===== src/rtl/batch_bank_if.sv =====
// Handshake bundle between the batch bank controller and its stream source,
// stream sink and sample_ctrl. The controller uses the master modport.
interface batch_bank_if #(
  parameter int AW    = 12,
  parameter int NBANK = 2
);
  localparam int BW = $clog2(NBANK);

  // Source stream (fill side)
  logic          src_valid;
  logic          src_last;
  logic          src_ready;
  logic          src_v;
  logic [AW-1:0] src_a;
  logic [BW-1:0] src_bank;

  // Compute handshake with sample_ctrl
  logic          s_init;
  logic [BW-1:0] s_bank;
  logic          s_fin;

  // Result stream (drain side)
  logic          dst_valid;
  logic          dst_ready;
  logic          dst_v;
  logic [AW-1:0] dst_a;
  logic [BW-1:0] dst_bank;
  logic          dst_last;

  modport master (
    input  src_valid, src_last, s_fin, dst_ready,
    output src_ready, src_v, src_a, src_bank,
    output s_init, s_bank,
    output dst_valid, dst_v, dst_a, dst_bank, dst_last
  );

  modport slave (
    output src_valid, src_last, s_fin, dst_ready,
    input  src_ready, src_v, src_a, src_bank,
    input  s_init, s_bank,
    input  dst_valid, dst_v, dst_a, dst_bank, dst_last
  );
endinterface


===== src/rtl/batch_bank_ctrl.sv =====
// Ping-pong batch sequencer: fills NBANK input banks from the source stream,
// hands each full bank to compute in order, then drains that bank's results.
// Fill, compute and drain run concurrently on different banks.
module batch_bank_ctrl #(
  parameter int AW    = 12,
  parameter int NBANK = 2
) (
  input  logic          clk,
  input  logic          rst,
  input  logic          run,
  input  logic [AW-1:0] ss,
  input  logic [AW-1:0] ds,
  output logic          err_last,
  batch_bank_if.master  bus
);
  localparam int BW = $clog2(NBANK);

  // Banks always advance FREE -> FULL -> BUSY -> DONE -> FREE; the partially
  // filled bank stays FREE until its last word lands.
  typedef enum logic [1:0] {
    B_FREE,
    B_FULL,
    B_BUSY,
    B_DONE
  } bank_st_e;

  bank_st_e      bank_st [NBANK];
  logic [BW-1:0] wp, cp, dp;
  logic [BW:0]   used;
  logic [AW-1:0] src_a_q, dst_a_q;
  logic          src_rdy_q;
  logic          busy;
  logic          s_init_q;
  logic          dst_valid_q;

  logic          src_v, fill_done;
  logic          dst_v, drain_done;
  logic [BW-1:0] dp_inc;
  logic [BW:0]   used_nxt;

  assign src_v      = bus.src_valid & src_rdy_q & run;
  assign fill_done  = src_v & (src_a_q == ss);
  assign dst_v      = dst_valid_q & bus.dst_ready;
  assign drain_done = dst_v & (dst_a_q == ds);
  assign dp_inc     = dp + 1'b1;
  // A bank completing and a bank draining in the same cycle cancel out.
  assign used_nxt   = used + {{BW{1'b0}}, fill_done} - {{BW{1'b0}}, drain_done};

  assign bus.src_ready = src_rdy_q & run;
  assign bus.src_v     = src_v;
  assign bus.src_a     = src_a_q;
  assign bus.src_bank  = wp;
  assign bus.s_init    = s_init_q;
  assign bus.s_bank    = cp;
  assign bus.dst_valid = dst_valid_q;
  assign bus.dst_v     = dst_v;
  assign bus.dst_a     = dst_a_q;
  assign bus.dst_bank  = dp;
  assign bus.dst_last  = dst_valid_q & (dst_a_q == ds);

  // Bank state machine plus fill, compute and drain pointers.
  // NOTE: all state uses non-blocking assignments so every branch below reads
  // the pre-edge values; fill, compute and drain then update independently.
  always_ff @(posedge clk) begin
    if (rst || !run) begin
      wp          <= '0;
      cp          <= '0;
      dp          <= '0;
      used        <= '0;
      src_a_q     <= '0;
      dst_a_q     <= '0;
      src_rdy_q   <= 1'b0;
      busy        <= 1'b0;
      s_init_q    <= 1'b0;
      dst_valid_q <= 1'b0;
      // NOTE: the bank state array is only NBANK two-bit entries and must
      // start FREE, so it is reset like ordinary flops (it is not a RAM).
      for (int i = 0; i < NBANK; i++) bank_st[i] <= B_FREE;
      // Dropping run discards the batch but keeps the protocol error visible.
      if (rst) err_last <= 1'b0;
    end else begin
      used      <= used_nxt;
      src_rdy_q <= (used_nxt < (BW+1)'(NBANK));

      // Fill: count words, the count alone decides the bank boundary.
      if (src_v) begin
        if (bus.src_last != (src_a_q == ss)) err_last <= 1'b1;
        if (src_a_q == ss) begin
          src_a_q     <= '0;
          bank_st[wp] <= B_FULL;
          wp          <= wp + 1'b1;
        end else begin
          src_a_q <= src_a_q + 1'b1;
        end
      end

      // Compute: one bank at a time, in fill order; s_fin while idle is ignored.
      s_init_q <= 1'b0;
      if (!busy) begin
        if (bank_st[cp] == B_FULL) begin
          s_init_q    <= 1'b1;
          busy        <= 1'b1;
          bank_st[cp] <= B_BUSY;
        end
      end else if (bus.s_fin) begin
        bank_st[cp] <= B_DONE;
        cp          <= cp + 1'b1;
        busy        <= 1'b0;
      end

      // Drain: stream continues straight into the next bank if it is done.
      if (drain_done) begin
        dst_a_q     <= '0;
        dp          <= dp_inc;
        bank_st[dp] <= B_FREE;
        dst_valid_q <= (bank_st[dp_inc] == B_DONE);
      end else if (dst_v) begin
        dst_a_q <= dst_a_q + 1'b1;
      end else if (!dst_valid_q) begin
        dst_valid_q <= (bank_st[dp] == B_DONE);
      end
    end
  end
endmodule


===== src/flat_wrapper.sv =====
// flat-port wrapper written by rule: the top's interface ports become plain ports
module batch_bank_ctrl_flat 
#(
  parameter int AW    = 12,
  parameter int NBANK = 2
)
  (clk, rst, run, ss, ds, err_last, bus_src_valid, bus_src_last, bus_s_fin, bus_dst_ready, bus_src_ready, bus_src_v, bus_src_a, bus_src_bank, bus_s_init, bus_s_bank, bus_dst_valid, bus_dst_v, bus_dst_a, bus_dst_bank, bus_dst_last);
  batch_bank_if #(.AW(AW), .NBANK(NBANK)) bus_i ();
  input  logic clk;
  input  logic rst;
  input  logic run;
  input  logic [AW-1:0] ss;
  input  logic [AW-1:0] ds;
  output logic err_last;
  input wire logic [$bits(bus_i.src_valid)-1:0] bus_src_valid;
  input wire logic [$bits(bus_i.src_last)-1:0] bus_src_last;
  input wire logic [$bits(bus_i.s_fin)-1:0] bus_s_fin;
  input wire logic [$bits(bus_i.dst_ready)-1:0] bus_dst_ready;
  output wire logic [$bits(bus_i.src_ready)-1:0] bus_src_ready;
  output wire logic [$bits(bus_i.src_v)-1:0] bus_src_v;
  output wire logic [$bits(bus_i.src_a)-1:0] bus_src_a;
  output wire logic [$bits(bus_i.src_bank)-1:0] bus_src_bank;
  output wire logic [$bits(bus_i.s_init)-1:0] bus_s_init;
  output wire logic [$bits(bus_i.s_bank)-1:0] bus_s_bank;
  output wire logic [$bits(bus_i.dst_valid)-1:0] bus_dst_valid;
  output wire logic [$bits(bus_i.dst_v)-1:0] bus_dst_v;
  output wire logic [$bits(bus_i.dst_a)-1:0] bus_dst_a;
  output wire logic [$bits(bus_i.dst_bank)-1:0] bus_dst_bank;
  output wire logic [$bits(bus_i.dst_last)-1:0] bus_dst_last;
  assign bus_i.src_valid = bus_src_valid;
  assign bus_i.src_last = bus_src_last;
  assign bus_i.s_fin = bus_s_fin;
  assign bus_i.dst_ready = bus_dst_ready;
  assign bus_src_ready = bus_i.src_ready;
  assign bus_src_v = bus_i.src_v;
  assign bus_src_a = bus_i.src_a;
  assign bus_src_bank = bus_i.src_bank;
  assign bus_s_init = bus_i.s_init;
  assign bus_s_bank = bus_i.s_bank;
  assign bus_dst_valid = bus_i.dst_valid;
  assign bus_dst_v = bus_i.dst_v;
  assign bus_dst_a = bus_i.dst_a;
  assign bus_dst_bank = bus_i.dst_bank;
  assign bus_dst_last = bus_i.dst_last;
  batch_bank_ctrl #(.AW(AW), .NBANK(NBANK)) u_core (.clk(clk), .rst(rst), .run(run), .ss(ss), .ds(ds), .err_last(err_last), .bus(bus_i));
endmodule

===== config.mk =====
export PLATFORM = sky130hd
export DESIGN_NAME = batch_bank_ctrl_flat
export DESIGN_NICKNAME = d
export VERILOG_FILES = /design/src/rtl/batch_bank_if.sv /design/src/rtl/batch_bank_ctrl.sv /design/src/flat_wrapper.sv
export SDC_FILE = /design/constraint.sdc
export NUM_CORES = 1
export LEC_CHECK = 0
export ABC_AREA = 1
export CORE_MARGIN = 2
export CORE_UTILIZATION = 43
export DETAILED_ROUTE_END_ITERATION = 12
export GPL_ROUTABILITY_DRIVEN = 0
export PLACE_DENSITY = 0.76
export SLEW_MARGIN = 20
export SYNTH_ARGS = -nofsm -noshare
export SYNTH_HDL_FRONTEND = slang
export SYNTH_SLANG_ARGS = --single-unit

===== constraint.sdc =====
create_clock -name clk -period 1.9 [get_ports clk]
set_input_delay 0.38 -clock clk [delete_from_list [all_inputs] [get_ports clk]]
set_output_delay 0.38 -clock clk [all_outputs]
set_load 0.01 [all_outputs]

==> impl_results.md <==
* CTS tree: yes
* Register area share after synthesis at 35.57%
* Final antenna-violating net count at 0
* Period utilisation layout at 102.8%
* Kind of critical path: in -> reg
* Final Hold Viols at 0
* Worst R2R Path Depth at 11
* Fin. max-slew vios at 0
* Final number of setup-violating endpoints at 3
* Initial Util at around 45%
* Pwr dens at 452.9 nW/um^2
* Failing checks: setup timing
* Crit end category: flip-flop
* Clock tree buffer depth at 2
* Fin crit period at slightly below 2000 ps
* EDFF count, synth at 1
* Max FO, Critical Path at 2
* Final wirelength at about 6000 um
* Combinational share of power at a little over a tenth
* Vias in the first global route at around 2,300
* Nets@finish at 473
* Worst-path clk slew at 80 ps
* First DRT Iteration DRCs at slightly below 90
* Detailed-route DRC error count at 0
* Synth top area cells: dfxtp_1, nand2_1, inv_1
* Max IR drop VDD at around 0.00046 V
* Initial antenna violation count at 0
* Sequential power share at 52.2%
* RSZ-0062 raised after global routing: true
* Gr ovfl total at 0
* Via-to-Cell Ratio at 4.754
* Status: complete, but fails checks
* Worst-margin pin slew at around 310 ps
* Antenna diodes at 0
* Top-count cell post-synth: nand2_1
* Pre-Repair DR Iteration Count at 4
* Chip Height at 76.81 um
* Area leader, netlist: dfxtp_1
* Final setup margin at -52.68 ps
* Skew final at around 5.7 ps
* Cell variety after synth at 36
* Routed vias at 2,420
* Relative slew slack at ~79%
* Chip Width at 76.81 um
* Global-route wire length before repair at approximately 10,000 um
* Syn Inst Count at 324
* Setup TNS at -83.36 ps
* Post-synth top flop: dfxtp_1
* CP Data Arrival Time at roughly 2200 ps
* Crit start category: primary input
* Clk network pwr share at between 30% and 40%
* Hold buffer count at CTS at 0
* Int Pwr at between 1000 and 1500 uW
* IO buf count at 64
* CTS Root Cell: clkbuf_8
* Fmax at between 0.5 and 0.6 GHz
* Synth-to-layout area growth at 56.53%
* Yosys warns at 0
* Worst hold-check path type: reg -> reg
* Synth async-reset ratio at 0%
* Core Area at about 5100 sq um
* P_sw at around 380 uW
* Placed Cells at ~500
* Final Instance Count excl. Fillers at 509
* Die area at roughly 6000 sq um
* Design Power at roughly 1600 uW
* I/O pin cnt at 65
* Pre-CTS setup slack at -635.2 ps
* DP HPWL at between 4000 and 5000 um
* Commonest cells post-synth: nand2_1, inv_1, nor2_1, dfxtp_1, a21oi_1
* Number of buffers created by CTS at 5
* Sw frac at a little under a quarter
* Pin count of the biggest net entering global routing at 13
* Cell Area, Synth at between 2000 and 2500 sq um
* Synthesis-stage register bit count at 40
* Post-synth top area share at between 30% and 40%
* Mapped Nets at 359
* Cells on Worst Hold Path at 2
* Clock Sinks at 40
* Max Cap Viol at 0
* Critical Path RT at 2140 ps
* Overall Global Routing Usage at between 20 and 25%
* Static Leakage at about 0.0015 uW
* Layout cells sized above 1 at a little under a quarter
* FP Rows at 26
* H-tree Lvls at 2
* Synth Area per Inst at around 7.0 sq um
* WL/cell at 11.82 um
* Later-pin clock latency in the skew report at 300 ps
[through the flow]
step           cell area, sq um  hold slack, ps  util [%]
3_5_place_dp               3298           499.4     64.58
5_1_grt                    3568           534.5     69.87
3_3_place_gp               3298           490.5     64.58
6_report                   3568           512.8     69.87
4_1_cts                    3487           512.1     68.28
2_1_floorplan              2280           472.3         -
[power groups by stage]
stage               clock, uW  combinational [uW]  sequential [uW]
floorplan                   0                57.7              866
global route              649                 190              844
CTS                       615                 169              845
global placement            0                 156              866
finish                    598                 174              844
detailed placement          0                 159              865
[worst max-delay path: stages]
cell and delay (ps):
clkdlybuf4s50_1 410, xor2_1 180, nor4_4 260, nand2_1 110
nor2_2 120, ha_1 250, inv_2 70, ha_4 150
xnor2_4 120, inv_1 50, nor2_1 80
[registers in the layout (all words and copies together), names as in the netlist, named ones only]
name and flops:
u_core.bus.dst_a 12, u_core.bank_st 4, u_core.used 2, u_core.bus.dst_bank 1
u_core.bus.s_init 1, u_core.bus.dst_valid 1, u_core.bus.s_bank 1, u_core.err_last 1
u_core.busy 1, u_core.bus.src_a 12, u_core.bus.src_bank 1, u_core.src_rdy_q 1
[layer usage]
metal / track usage, % / routed length, um / vias to the layer above
met1: 25.53 / 2742 / 1102
met3: 4.471 / 240 / 6
met4: 6.909 / 53 / 0
met5: 0 / 0 / -
met2: 35.70 / 2979 / 55
li1: - / - / 1257
[path summary, 6_finish.rpt]
kind	start	endpoint	slack [ps]
worst min register to register	u_core.bank_st[0][1]	u_core.bank_st[0][1]	510
worst max register to register	u_core.bus.dst_a[5]	u_core.used[1]	-10
worst max-delay path	ds[4]	u_core.used[1]	-50
worst min-delay path	u_core.bank_st[0][1]	u_core.bank_st[0][1]	510
[area by class of cell]
| type | instances | area [sq um] |
|---|---|---|
| clock buffers | 7 | 86.33 |
| clock inverters | 1 | 7.507 |
| fillers | 417 | 1539 |
| inverters | 51 | 193.9 |
| multi-input cells | 231 | 1378 |
| flip-flops and latches | 40 | 819.5 |
| well taps | 70 | 87.58 |
| repair buffers | 109 | 996.0 |
[cell usage in the layout, fill, tap and decap left out, types with 5 or more instances in the layout]
| cell | instances |
|---|---|
| o21ai_0 | 9 |
| inv_2 | 6 |
| nand4_1 | 9 |
| buf_4 | 42 |
| inv_1 | 44 |
| clkdlybuf4s50_1 | 52 |
| nor3_1 | 6 |
| a21oi_1 | 15 |
| nor2_2 | 8 |
| nor2_1 | 39 |
| nand2_1 | 66 |
| dfxtp_1 | 34 |
| xnor2_1 | 10 |
| xor2_1 | 7 |
| clkbuf_8 | 6 |
| nand3_1 | 12 |
| nor2_4 | 5 |
| nand2_2 | 6 |
| dlygate4sd2_1 | 7 |
[repair_timing]
action / in CTS / in global routing
endpoints found under the setup margin: 7 / 23
buffers inserted: 7 / 3
gates resized for setup: 31 / 22
pin swaps: 15 / 22
[kinds of logic after synthesis]
kind of cell / Yosys count / share of synthesized area (%)
XOR/XNOR: 21 / 8.068
flip-flops: 40 / 35.57
adder cells (fa/ha/maj): 4 / 2.195
multiplexers: 1 / 0.4391
buffers and inverters: 53 / 9.166
AO/OA/AOI/OAI: 32 / 7.574
AND/OR/NAND/NOR: 173 / 36.99
(Power assumes the default switching activity.)
